<file path="config.mk">
export PLATFORM = sky130hd
export DESIGN_NAME = sfp_link_watchdog
export DESIGN_NICKNAME = d
export VERILOG_FILES = /design/src/rtl/sfp_link_watchdog.sv
export SDC_FILE = /design/constraint.sdc
export NUM_CORES = 1
export LEC_CHECK = 0
export BUFFER_PORTS_ARGS = -buffer_cell sky130_fd_sc_hd__clkbuf_2
export CAP_MARGIN = 20
export CORE_AREA = 2 2 75 149
export DETAILED_ROUTE_END_ITERATION = 8
export DIE_AREA = 0 0 77 151
export GPL_TIMING_DRIVEN = 0
export SYNTH_ARGS = -nofsm -noshare
export SYNTH_HDL_FRONTEND = slang
export SYNTH_SLANG_ARGS = --single-unit
export TNS_END_PERCENT = 30
</file>
<file path="constraint.sdc">
create_clock -name init_clk -period 4.8 [get_ports init_clk]
set_clock_uncertainty 0.2 [all_clocks]
set_input_delay 0.96 -clock init_clk [delete_from_list [all_inputs] [get_ports init_clk]]
set_output_delay 0.96 -clock init_clk [all_outputs]
set_load 0.02 [all_outputs]
</file>
<file path="src/rtl/sfp_link_watchdog.sv">
// Link supervisor: restarts the GTH/core reset sequence when the Aurora link fails to come up or drops.
// Debounces channel_up, bounds retries, and reports status and counters. All outputs are registered.
module sfp_link_watchdog #(
  parameter int unsigned LINK_TIMEOUT = 100000,
  parameter int unsigned DEBOUNCE     = 1024,
  parameter int unsigned MAX_RETRY    = 8,
  parameter int unsigned PULSE_LEN    = 64
) (
  input  logic        init_clk,
  input  logic        sys_rst,
  input  logic        reset_pb,
  input  logic        channel_up,
  input  logic        hard_err,
  output logic        reinit_req,
  output logic        link_ok,
  output logic        link_fail,
  output logic [7:0]  retry_cnt,
  output logic [15:0] loss_cnt,
  output logic [2:0]  state
);

  typedef enum logic [2:0] {
    WAIT_RST = 3'd0,
    WAIT_UP  = 3'd1,
    DEBNC    = 3'd2,
    UP       = 3'd3,
    REINIT   = 3'd4,
    FAILED   = 3'd5
  } state_e;

  localparam logic [31:0] TMO_LAST   = 32'(LINK_TIMEOUT - 1);
  localparam logic [15:0] DEB_LAST   = 16'(DEBOUNCE - 1);
  localparam logic [15:0] PULSE_LAST = 16'(PULSE_LEN - 1);
  localparam logic [7:0]  RETRY_MAX  = 8'(MAX_RETRY);

  state_e      state_q, state_d;
  logic        seen_rst_q, seen_rst_d;
  logic [31:0] timer_q, timer_d;
  logic [15:0] deb_q, deb_d;
  logic [15:0] pulse_q, pulse_d;
  logic [7:0]  retry_q, retry_d;
  logic [15:0] loss_q, loss_d;
  logic        reinit_req_q, reinit_req_d;
  logic        link_ok_q, link_ok_d;
  logic        link_fail_q, link_fail_d;
  logic        lost;
  logic        expired;

  always_ff @(posedge init_clk) begin
    if (sys_rst) begin
      state_q      <= WAIT_RST;
      seen_rst_q   <= 1'b0;
      timer_q      <= '0;
      deb_q        <= '0;
      pulse_q      <= '0;
      retry_q      <= '0;
      loss_q       <= '0;
      reinit_req_q <= 1'b0;
      link_ok_q    <= 1'b0;
      link_fail_q  <= 1'b0;
    end else begin
      state_q      <= state_d;
      seen_rst_q   <= seen_rst_d;
      timer_q      <= timer_d;
      deb_q        <= deb_d;
      pulse_q      <= pulse_d;
      retry_q      <= retry_d;
      loss_q       <= loss_d;
      reinit_req_q <= reinit_req_d;
      link_ok_q    <= link_ok_d;
      link_fail_q  <= link_fail_d;
    end
  end

  // >= rather than == so an expiry deferred by a fresh channel_up edge is still caught a cycle later
  assign expired = (timer_q >= TMO_LAST);

  always_comb begin
    state_d    = state_q;
    seen_rst_d = seen_rst_q;
    timer_d    = timer_q;
    deb_d      = deb_q;
    pulse_d    = pulse_q;
    retry_d    = retry_q;
    loss_d     = loss_q;
    lost       = 1'b0;

    case (state_q)
      WAIT_RST: begin
        if (reset_pb) seen_rst_d = 1'b1;
        if (seen_rst_q && !reset_pb) begin
          state_d = WAIT_UP;
          timer_d = '0;
        end
      end
      WAIT_UP: begin
        timer_d = timer_q + 32'd1;
        if (channel_up) begin
          deb_d   = 16'd1;
          state_d = (DEBOUNCE == 1) ? UP : DEBNC;
        end else if (expired) begin
          lost = 1'b1;
        end
      end
      DEBNC: begin
        timer_d = timer_q + 32'd1;
        if (channel_up && (deb_q == DEB_LAST)) begin
          state_d = UP;
        end else if (expired) begin
          lost = 1'b1;
        end else if (!channel_up) begin
          state_d = WAIT_UP;
        end else begin
          deb_d = deb_q + 16'd1;
        end
      end
      UP: begin
        if (!channel_up || hard_err) begin
          lost = 1'b1;
          if (loss_q != 16'hFFFF) loss_d = loss_q + 16'd1;
        end
      end
      REINIT: begin
        pulse_d = pulse_q + 16'd1;
        if (pulse_q == PULSE_LAST) begin
          state_d    = WAIT_RST;
          seen_rst_d = 1'b0;
        end
      end
      FAILED: begin
        state_d = FAILED;
      end
      default: begin
        state_d = WAIT_RST;
      end
    endcase

    if (lost) begin
      if (retry_q == RETRY_MAX) begin
        state_d = FAILED;
      end else begin
        state_d = REINIT;
        retry_d = retry_q + 8'd1;
        pulse_d = '0;
      end
    end
  end

  always_comb begin
    reinit_req_d = (state_d == REINIT);
    link_ok_d    = (state_d == UP);
    link_fail_d  = (state_d == FAILED);
  end

  assign reinit_req = reinit_req_q;
  assign link_ok    = link_ok_q;
  assign link_fail  = link_fail_q;
  assign retry_cnt  = retry_q;
  assign loss_cnt   = loss_q;
  assign state      = state_q;

endmodule
</file>
-- Yosys cells after proc, flatten, opt, wreduce, memory -nomap -nowiden
Cells that the tools add are included.
- bits in registers: 95
- latch bits: 0
- memory bits (writable): 0
- memory bits (read-only): 0
- bits of input ports: 5
- memories: 0
- $add $sub $neg: 5
- $mul: 0
- divide/modulo/power cells: 0
- order comparisons: 1
- equal/unequal tests: 19
- shift-type cells: 0
- multiplexer cells: 27
- bitwise logic cells: 1
- reduce and logical (&&, ||, !) cells: 15
- operators with widths (operator ; number):
    16-bit 2-to-1 mux ; 7
    32-bit case mux with 2 select lines ; 1
    16-bit by 1-bit adder with 16-bit output, second input constant ; 3
    32-bit by 1-bit adder with 32-bit output, second input constant ; 1
    32-bit by 17-bit greater-or-equal comparator with 1-bit output, second input constant ; 1
    32-bit 2-to-1 mux ; 1
    16-bit case mux with 2 select lines ; 1
    3-bit 2-to-1 mux ; 7
    3-bit case mux with 6 select lines ; 1
    16-bit by 10-bit equality test with 1-bit output, second input constant ; 1
    16-bit by 6-bit equality test with 1-bit output, second input constant ; 1
    16-bit != test, second input constant ; 1
    2-bit != test, second input constant ; 7
    3-bit equality test, second input constant ; 4
    3-bit by 2-bit equality test with 1-bit output, second input constant ; 3
    8-bit by 1-bit adder with 8-bit output, second input constant ; 1
    8-bit by 4-bit equality test with 1-bit output, second input constant ; 1
    1-bit 2-to-1 mux ; 7
    3-bit AND reduction ; 2
    2-bit nonzero test ; 3
    5-bit AND reduction ; 1
    2-bit AND reduction ; 2
    3-bit by 1-bit equality test with 1-bit output, second input constant ; 1
    3-bit logical NOT ; 1
    other kinds (7) ; 9

-- Logic depth before layout (Yosys ltp)
Gate-level depths: netlist of run 1.
- depth after elaboration: 6
- mapped depth: 9

-- Worst setup path before layout of run 1
No wires, ideal clock.
- kind: input -> register
- start point: in channel_up
- end point: reg retry_q[0], in the netlist retry_cnt[0]
- data arrival time: 2.346 ns
- data required time: 4.479 ns
- setup slack: 2.133 ns
- stages: 6
- buffers on the path: 0
- path through: inv_1 o2111ai_1 inv_1 o32ai_4 nand2b_1 mux2_2
- word-level cells in the longest chain between the ends: 5
- elaborated cells between the ends (all ways): 8
- classes of those cells: mux (4); reduce/logical (4)
- ends and longest elaborated chain (element ; RTL line ; source):
    from (decl) ; 12 ; input logic channel_up,
    1-bit logical NOT ; 118 ; if (!channel_up || hard_err) begin
    1-bit logical OR ; 118 ;
    1-bit 2-to-1 mux ; 118 ;
    1-bit case mux with 3 select lines (*) ; 88 ; case (state_q)
    2-bit AND reduction (no source line) (*) ; n/a ;
    to (signal assigned) ; 67 ; retry_q <= retry_d;
    to (decl) ; 41 ; logic [7:0] retry_q, retry_d;
Mark *: on every way between the ends. The rest lies on a longest branch, timed or not.
A chain may end at the register's enable or synchronous reset.

-- Worst setup path in the final report of run 1
- start point: in channel_up
- end point: reg link_ok_q, in the netlist link_ok
- word-level cells in the longest chain between the ends: 6
- elaborated cells between the ends (all ways): 14
- classes of those cells: eq/ne (1); mux (10); reduce/logical (3)
- ends and longest elaborated chain (element ; RTL line ; source):
    3-bit 2-to-1 mux / 1-bit logical NOT (equally long branches) ; 111, 118 ;
    3-bit 2-to-1 mux / 1-bit logical OR (equally long branches) ; 109, 118 ;
    3-bit 2-to-1 mux / 1-bit 2-to-1 mux (equally long branches) ; 107, 118 ;
    3-bit case mux with 6 select lines / 1-bit case mux with 3 select lines (equally long branches) ; 88 ;
    3-bit 2-to-1 mux (*) ; 138 ; if (lost) begin
    3-bit by 2-bit equality test with 1-bit output (*) ; 151 ; link_ok_d = (state_d == UP);
    to (signal assigned) ; 70 ; link_ok_q <= link_ok_d;
    to (decl) ; 44 ; logic link_ok_q, link_ok_d;
Marks and branches as above.

==> results of run 1 <==
area by class of cell:
| type | count | area (µm²) | area share |
|---|---|---|---|
| Clock inverter | 5 | 56.3 | 0.0107 |
| Timing Repair Buffer | 34 | 170 | 0.0323 |
| Buffer | 19 | 96.3 | 0.0183 |
| Multi-Input combinational cell | 426 | 2560 | 0.487 |
| Inverter | 14 | 52.6 | 0.00998 |
| Clock buffer | 11 | 253 | 0.0480 |
| Tap cell | 137 | 171 | 0.0325 |
| Sequential cell | 95 | 1900 | 0.361 |
Yosys cell counts, types with 2 or more instances:
master / number
o311ai_0: 2
and4_1: 4
buf_6: 2
and3_1: 11
nor2_1: 88
a21oi_1: 35
xor2_1: 32
xnor2_1: 25
or2_2: 2
nand4_1: 21
nor3_2: 2
nor3b_1: 3
nor4_2: 2
dfxtp_1: 95
a21o_1: 4
nand2_1: 49
o21ai_0: 22
o31ai_1: 4
mux2i_1: 2
ha_1: 6
clkbuf_1: 10
nand2b_1: 4
or4_1: 6
and4_4: 2
o31a_1: 2
o211ai_1: 4
nor4_1: 15
or3_1: 20
nor3_1: 9
nor4b_1: 2
buf_2: 5
nand3_1: 29
inv_1: 14
worst max-delay path by stage:
stage                              end       start
after detailed placement       link_ok  channel_up
final                          link_ok  channel_up
after CTS                      link_ok  channel_up
after global placement         link_ok  channel_up
after global routing           link_ok  channel_up
after floorplan           retry_cnt[0]  channel_up
kinds of logic (layout without fill, tap and decap cells):
family | Yosys count | count (layout) | share of synthesized area
AOI/OAI and AO/OA | 86 | 86 | 0.118
xor gates and xnor gates | 57 | 57 | 0.108
adders and majority gates | 6 | 6 | 0.0163
buffers and inverters | 33 | 83 | 0.0323
DFF | 95 | 95 | 0.412
muxes | 3 | 3 | 0.00678
and+or+nand+nor | 274 | 274 | 0.307
worst register-to-register path: stages, from the launching register on:
cell,delay (ns)
dfxtp_1,0.41
and4_4,0.27
nand4_1,0.29
o311ai_0,0.87
o21ai_1,0.18
a2111oi_2,0.50
registers in the layout, indices dropped and copies added (netlist names):
signal,cells
timer_q,32
deb_q,16
loss_cnt,16
pulse_q,16
retry_cnt,8
state,3
link_fail,1
link_ok,1
reinit_req,1
seen_rst_q,1
power by group through the flow:
stage                     Clock (µW)  Sequential (µW)  Combinational [µW]
after floorplan                    0              812                45.0
after global placement             0              812                66.5
after detailed placement           0              812                67.7
after CTS                        748              794                68.2
after global routing             782              794                74.9
final                            732              794                67.3
stage by stage:
stage          power, µW  std cells  hold WS [ns]
6_report            1590        741         0.292
5_1_grt             1650        741         0.322
4_1_cts             1610        741         0.290
2_1_floorplan        857        554         0.249
3_5_place_dp         880        725         0.281
3_3_place_gp         879        725         0.264
metal layers:
| layer | up-vias | routed length (µm) |
|---|---|---|
| li1 | 2051 | - |
| met1 | 1928 | 4180 |
| met2 | 78 | 6040 |
| met3 | 12 | 381 |
| met4 | 0 | 165 |
| met5 | - | 0 |
==> results.md, run 1 <==
Worst setup path:
- The kind of cell with the highest combined delay on the critical path is compound AO/OA/AOI/OAI gates.
- Data on the critical path is required at its endpoint by 4.81 ns.
- The critical path data arrival time is 2.95 ns.
- Traced cell by cell, the critical path runs through clkbuf_2 -> inv_1 -> o2111ai_1 -> inv_1 -> o32ai_4 -> buf_6 -> nand2_1 -> a2111oi_2.
- The worst register-to-register path has a setup slack of 1.95 ns.
- Counting buffers and inverters, the worst setup path is 8 cells deep.
- The buffering stage count on the worst path with inverters included is 4.
- For this design, the slowest cell found on the critical path is o32ai_4.
- The worst register-to-register path begins at deb_q[3].
- The kind of capture point of the worst setup path is a flip-flop.
- For this run, the slowest stage of the critical path takes 0.51 ns.
- The highest net fanout along the worst path is 10.
- The startpoint-to-endpoint class of the critical path is in2reg.
- The launching element type of the critical path is an input pin.
- By instance count, the cell type seen most on the critical path is inv_1.
- The terminus of the critical flop-to-flop path is link_ok.
- The number of cells traversed by the worst register-to-register path is 5.

Timing:
- The minimum clock period after layout is 2.94 ns.
- The setup TNS is 0 ns.
- The max-slew headroom at the worst pin is 0.326.
- The number of pins exceeding their max-slew limit in the final report is 0.
- The period utilization is 0.612.
- The total of endpoints with negative setup slack in the final report is 0.
- The maximum achievable frequency is 340 MHz.
- The count of final hold-check violations is 0.
- The slew at the pin closest to its max-slew limit is 0.998 ns.
- The final worst slack is 1.86 ns.
- Setup repair after global routing left no endpoint under its margin.

Layout:
- The top cell types in the final layout, fill and taps aside, are dfxtp_1 (95), nor2_1 (88), nand2_1 (49).
- The count of filler cells inserted in the layout is 1053.
- The final cell area excluding filler cells is 5270 µm².
- For this run, the post-layout net count is 610.
- 0 antenna diodes ended up in the layout.
- The fraction of layout cells with a size suffix above 1 is 0.126.
- From synthesis to final layout, the design area changed by 14.1%.
- The most common cell after layout, fill and taps aside is dfxtp_1.
- The post-route core utilization is 0.503.

Pwr:
- Of the total power, the clock network draws 0.459.
- The standby leakage power is 0.00183 µW.
- Of the total power, registers draw 0.498.
- In this run the power density over the cells is 303 nW/µm².
- The switching part of the total is 0.221.
- The combinational power share is 0.042.
- The internal power of the cells totals 1240 µW.
- The analysis attributes to net switching a power of 352 µW.
- VDD sags by at most 0.184 mV.

Placed design:
- The last weighted congestion value of the routability-driven placer is 0.890.
- The sum of net half-perimeters after detailed placement is 8.08 mm.
- The count of input and output buffers is 34.
- The worst slack at placement is 1.48 ns.
- Summing all placed instances gives a cell area of 4960 µm².

Synth:
- The number of flops mapped to enable cells by yosys is 0.
- The total standard cell area after synthesis is 4620 µm².
- In the synthesized netlist the async set-or-reset flop fraction comes to 0.
- Of the post-synthesis cell area, the dominant cell type holds 0.412.
- Synthesis instantiated 54 different standard cells from the library.
- The share of the Yosys chip area taken by registers is 0.412.
- Yosys printed 0 warnings.
- Sorting the synthesized cells by area gives the leading types as dfxtp_1 (41%), nor2_1 (7.2%), xor2_1 (6.1%).
- The main flop type after synthesis is dfxtp_1.
- Summed over all instances, the cell type with the most area after synthesis is dfxtp_1.
- Counting every net in the synthesized netlist gives 565.
- Synthesis produced 554 cells.
- Counting flops and latches in the post-synthesis netlist gives 95.
- The average footprint of a synthesized cell is 8.33 µm².

Floorplanning:
- The height of the chip is 151 µm.
- The region available for standard cell placement spans 10500 µm².
- In this run the count of I/O pins placed on the die edge is 35.
- For this configuration, the core starts out at a cell density of 0.441.
- The floorplan has 53 rows.
- The horizontal die dimension is 77 µm.
- The floorplan step defined a die boundary enclosing 11600 µm².

GRT:
- Entering global routing, the biggest net connects 16 pins.
- The met2 usage in global routing is 0.378.
- The overall overflow remaining after global route is 0.
- The global routing usage summed across all routing layers is 0.194.
- The via count of the first global-routing pass is 3945.
- The busiest layer in global routing is met2.
- The met1 demand-to-capacity share in global routing is 0.204.
- For met3 alone, demand over resource in global routing was 0.0423.
- The number of antenna violations at the first check in global routing came to 0.
- The first global-routing pass estimated 18.2 mm of wire.

Flow run:
- Across the run, the number of max-cap violations was 0.

CTS:
- The clock drives 95 sinks.
- The clock tree from TritonCTS is done.
- The count of cells resized by post-cts repair is 0.
- The source-to-sink clock delay at the later pin of the worst-skew pair is 0.34 ns.
- After clock tree synthesis, the clock-pin slew on the worst setup and hold paths is 0.07 ns.
- The cell at the root of the clock tree is clkbuf_16.
- The hold buffer count at cts is 0.
- The number of setup buffers added after CTS is 0.
- The number of buffers inserted during clock tree synthesis is 9.
- The H-tree generated during clock tree synthesis spans 3 levels.
- Counting along the longest clock path gives a buffer depth of 2.

Detailed routing:
- The length of the first detailed-routing pass in iterations is 5.
- Summed over all layers, the routed wires come to 10.8 mm.
- The post-route DRC violation count is 0.
- The average routed wire per standard cell is 14.5 µm.
- The via count of the routed design is 4069.
- The detailed router finished its first iteration with 165 violations.
- The average vias per placed instance is 5.49.
- The remaining antenna violation count is 0.

Worst hold path:
- The kind of path behind the tightest hold check is reg2reg.
- The hold path startpoint is timer_q[1].
- The cell count of the worst hold path is 2.
- The worst hold path terminates at timer_q[1].

Run status:
- The flow ran to the end, and the final reports show no timing, DRC or antenna violations.
No activity file was read; power rests on OpenSTA's default activity.
==> inputs of run 2 (changes only) <==
==> constraint.sdc (replaced) <==
create_clock -name init_clk -period 2.6 [get_ports init_clk]
set_clock_uncertainty 0.2 [all_clocks]
set_input_delay 0.52 -clock init_clk [delete_from_list [all_inputs] [get_ports init_clk]]
set_output_delay 0.52 -clock init_clk [all_outputs]
set_load 0.02 [all_outputs]
==> results.md, run 2 (synthesis results as in run 1) <==
Layout:
- The number of antenna diodes in the final layout is 0.
- timer_q holds more flip-flops than any other register.
- The number of nets in the layout is 618.
- The fraction of layout cells with a size suffix above 1 is 0.160.
- In the layout the commonest cells are dfxtp_1 (93), nor2_1 (88), nand2_1 (49).
- The post-route core utilization is 0.522.
- The layout overhead on the synthesized area is 18.5%.
- Excluding fillers, the count of instances in the completed layout stands at 749.
- The count of filler cells inserted in the layout is 1051.
- The most common cell after layout, fill and taps aside is dfxtp_1.
- The number of flip-flops in the largest register is 32.

Floorplanning:
- The number of primary I/O pins is 35.
- The die footprint is 11600 µm².
- In this run the core area contains 53 standard-cell rows.
- For this configuration, the core starts out at a cell density of 0.441.
- The height of the chip is 151 µm.
- The horizontal die dimension is 77 µm.
- The floorplan core area is 10500 µm².

Worst hold path:
- The kind of path behind the tightest hold check is reg2reg.
- In this run the most critical hold path is launched from deb_q[15].

Worst setup path:
- The critical path data arrival time is 2.65 ns.
- The kind of cell with the highest combined delay along the critical path is simple AND/OR/NAND/NOR gates.
- STA classifies the critical path endpoint as a flip-flop.
- Along the worst path, the maximum fanout reaches 6.
- The buffering stage count on the worst path with inverters included is 1.
- The startpoint-to-endpoint class of the critical path is reg2reg.
- The master of the slowest instance on the critical path is or4_4.
- The worst register-to-register path begins at timer_q[1].
- Data on the critical path is required at its endpoint by 2.68 ns.
- Traced cell by cell, the critical path runs through ha_4 -> and4_4 -> nor3_4 -> nor4b_4 -> o32ai_4 -> buf_6 -> or4_4 -> a21oi_2.
- The launching element type of the critical path is a flip-flop.
- The largest stage delay on the critical path is 0.51 ns.
- In this run the worst setup path begins at timer_q[1].

CTS:
- The number of H-tree levels is 3.
- The later pin in the worst-skew pair is clocked with a latency of 0.35 ns.
- The number of sinks handled by clock tree synthesis is 95.
- The clock slew seen by the registers of the worst setup and hold paths is 0.07 ns.
- The number of buffers between clock root and the deepest sink is 2.
- The number of buffers inserted during clock tree synthesis is 9.
- The clock tree from TritonCTS is done.
- The cell at the root of the clock tree is clkbuf_16.

Placed design:
- Port buffering added 34 buffers.
- The number of placed cells counting well taps is 725.
- The sum of net half-perimeters after detailed placement is 8.08 mm.
- At the end of routability-driven placement, the weighted congestion stood at 0.890.

Timing:
- The slew at the pin closest to its max-slew limit is 1.02 ns.
- The number of pins exceeding their max-slew limit in the final report was 0.
- The count of final hold-check violations is 0.
- Setup violations remaining at the end of the flow were counted as 0.
- Timing would allow up to 388 MHz.
- In this run the tightest slew margin relative to its limit is 0.310.
- For the finished layout, the period the worst path requires is 2.57 ns.
- Setup repair after global routing could not meet its margin everywhere.
- The period utilization is 0.990.

Detailed routing:
- The first detailed-routing pass ran for 4 iterations.
- The final layout contains routed wiring with a total length of 11.0 mm.
- For this run, design rule violations remaining after detail routing come to 0.
- The detailed-routed wire length on met2 is 6.13 mm.
- The remaining antenna violation count is 0.
- The average vias per placed instance is 5.48.
- The via count of the routed design is 4107.
- The wire length on met3 is 364 µm.
- The detailed router put a total of 4.27 mm of wire on met1.
- The detailed router finished its first iteration with 124 violations.
- The average routed wire per standard cell is 14.6 µm.
- The highest metal layer carrying signal wires in the routed design is met4.

Run status:
- The run finished with clean final reports.

GRT:
- The number of antenna violations at the first check in global routing was 0.
- The first global-routing pass estimated 18.3 mm of wire.
- The global routing usage summed across all routing layers is 0.195.
- Global routing finished with a remaining overflow of 0.
- The via count of the first global-routing pass was 3951.
- Entering global routing, the biggest net connects 16 pins.

Pwr:
- The ratio of total power to cell area is 540 nW/µm².
- The standby leakage power is 0.00191 µW.
- The worst IR drop on VDD is 0.334 mV.

Flow run:
- The tool flagged a number of max-cap violations equal to 0.
## run 2: cell types whose count changed in the layout (fill, tap and decap cells not counted), sizes merged
cell  previous run  this run
buf              9        17
## run 2: worst reg2reg max path: cells and delay by family (launching register included)
kind                       cells  cell delay (ns)
and+or+nand+nor                4             1.31
DFF                            1             0.37
AOI/OAI and AO/OA              2             0.33
buffers and inverters          1             0.16
adders and majority gates      1             0.14
## run 2: through the flow
| step | setup TNS [ns] | area [µm²] | setup WS, ns | hold WS [ns] | power, µW |
|---|---|---|---|---|---|
| 4_1_cts | -0.000608 | 5300 | -0.000608 | 0.290 | 2980 |
| 3_5_place_dp | -2.15 | 4960 | -0.284 | 0.281 | 1620 |
| 2_1_floorplan | 0 | 4620 | 0.309 | 0.249 | 1580 |
| 5_1_grt | -0.0976 | 5470 | -0.0515 | 0.326 | 3060 |
| 6_report | 0 | 5470 | 0.0260 | 0.295 | 2960 |
| 3_3_place_gp | -2.08 | 4960 | -0.293 | 0.264 | 1620 |
## run 2: worst paths after layout
kind	endpoint	slack (ns)	cells after the start
min	deb_q[15]	0.29	2
max	retry_cnt[7]	0.03	8
max reg2reg	retry_cnt[7]	0.03	8
min reg2reg	deb_q[15]	0.29	2
## run 2: area by class of cell
| class | instances | area, µm² | share of cell area |
|---|---|---|---|
| timing repair buffer | 42 | 234 | 0.0428 |
| multi-input combinational | 426 | 2690 | 0.492 |
| clock buffer | 11 | 253 | 0.0462 |
| buffer | 19 | 104 | 0.0190 |
| inverter | 14 | 52.6 | 0.00960 |
| sequential | 95 | 1910 | 0.349 |
| tap | 137 | 171 | 0.0313 |
| clock inverter | 5 | 56.3 | 0.0103 |
## run 2: what timing repair did
action / 4_1_cts / 5_1_grt
hold buffers: 0 / 0
buffers inserted: 2 / 6
pin swaps: 2 / 8
resized for setup: 4 / 25
endpoints found under the hold margin: 0 / 0
setup endpoints to repair: 3 / 44
## run 2: routing by layer
metal,vias to the layer above,track usage
met3,14,0.0423
li1,2069,-
met2,57,0.379
met1,1967,0.206
met5,-,0
met4,0,0.0634
## run 2: report_power, final
group,leakage (µW),switching [µW],internal [µW]
Sequential,0.000767,6.48,1460
Combinational,0.000996,93.2,41.2
Clock,0.000152,559,796
Total,0.00191,658,2300
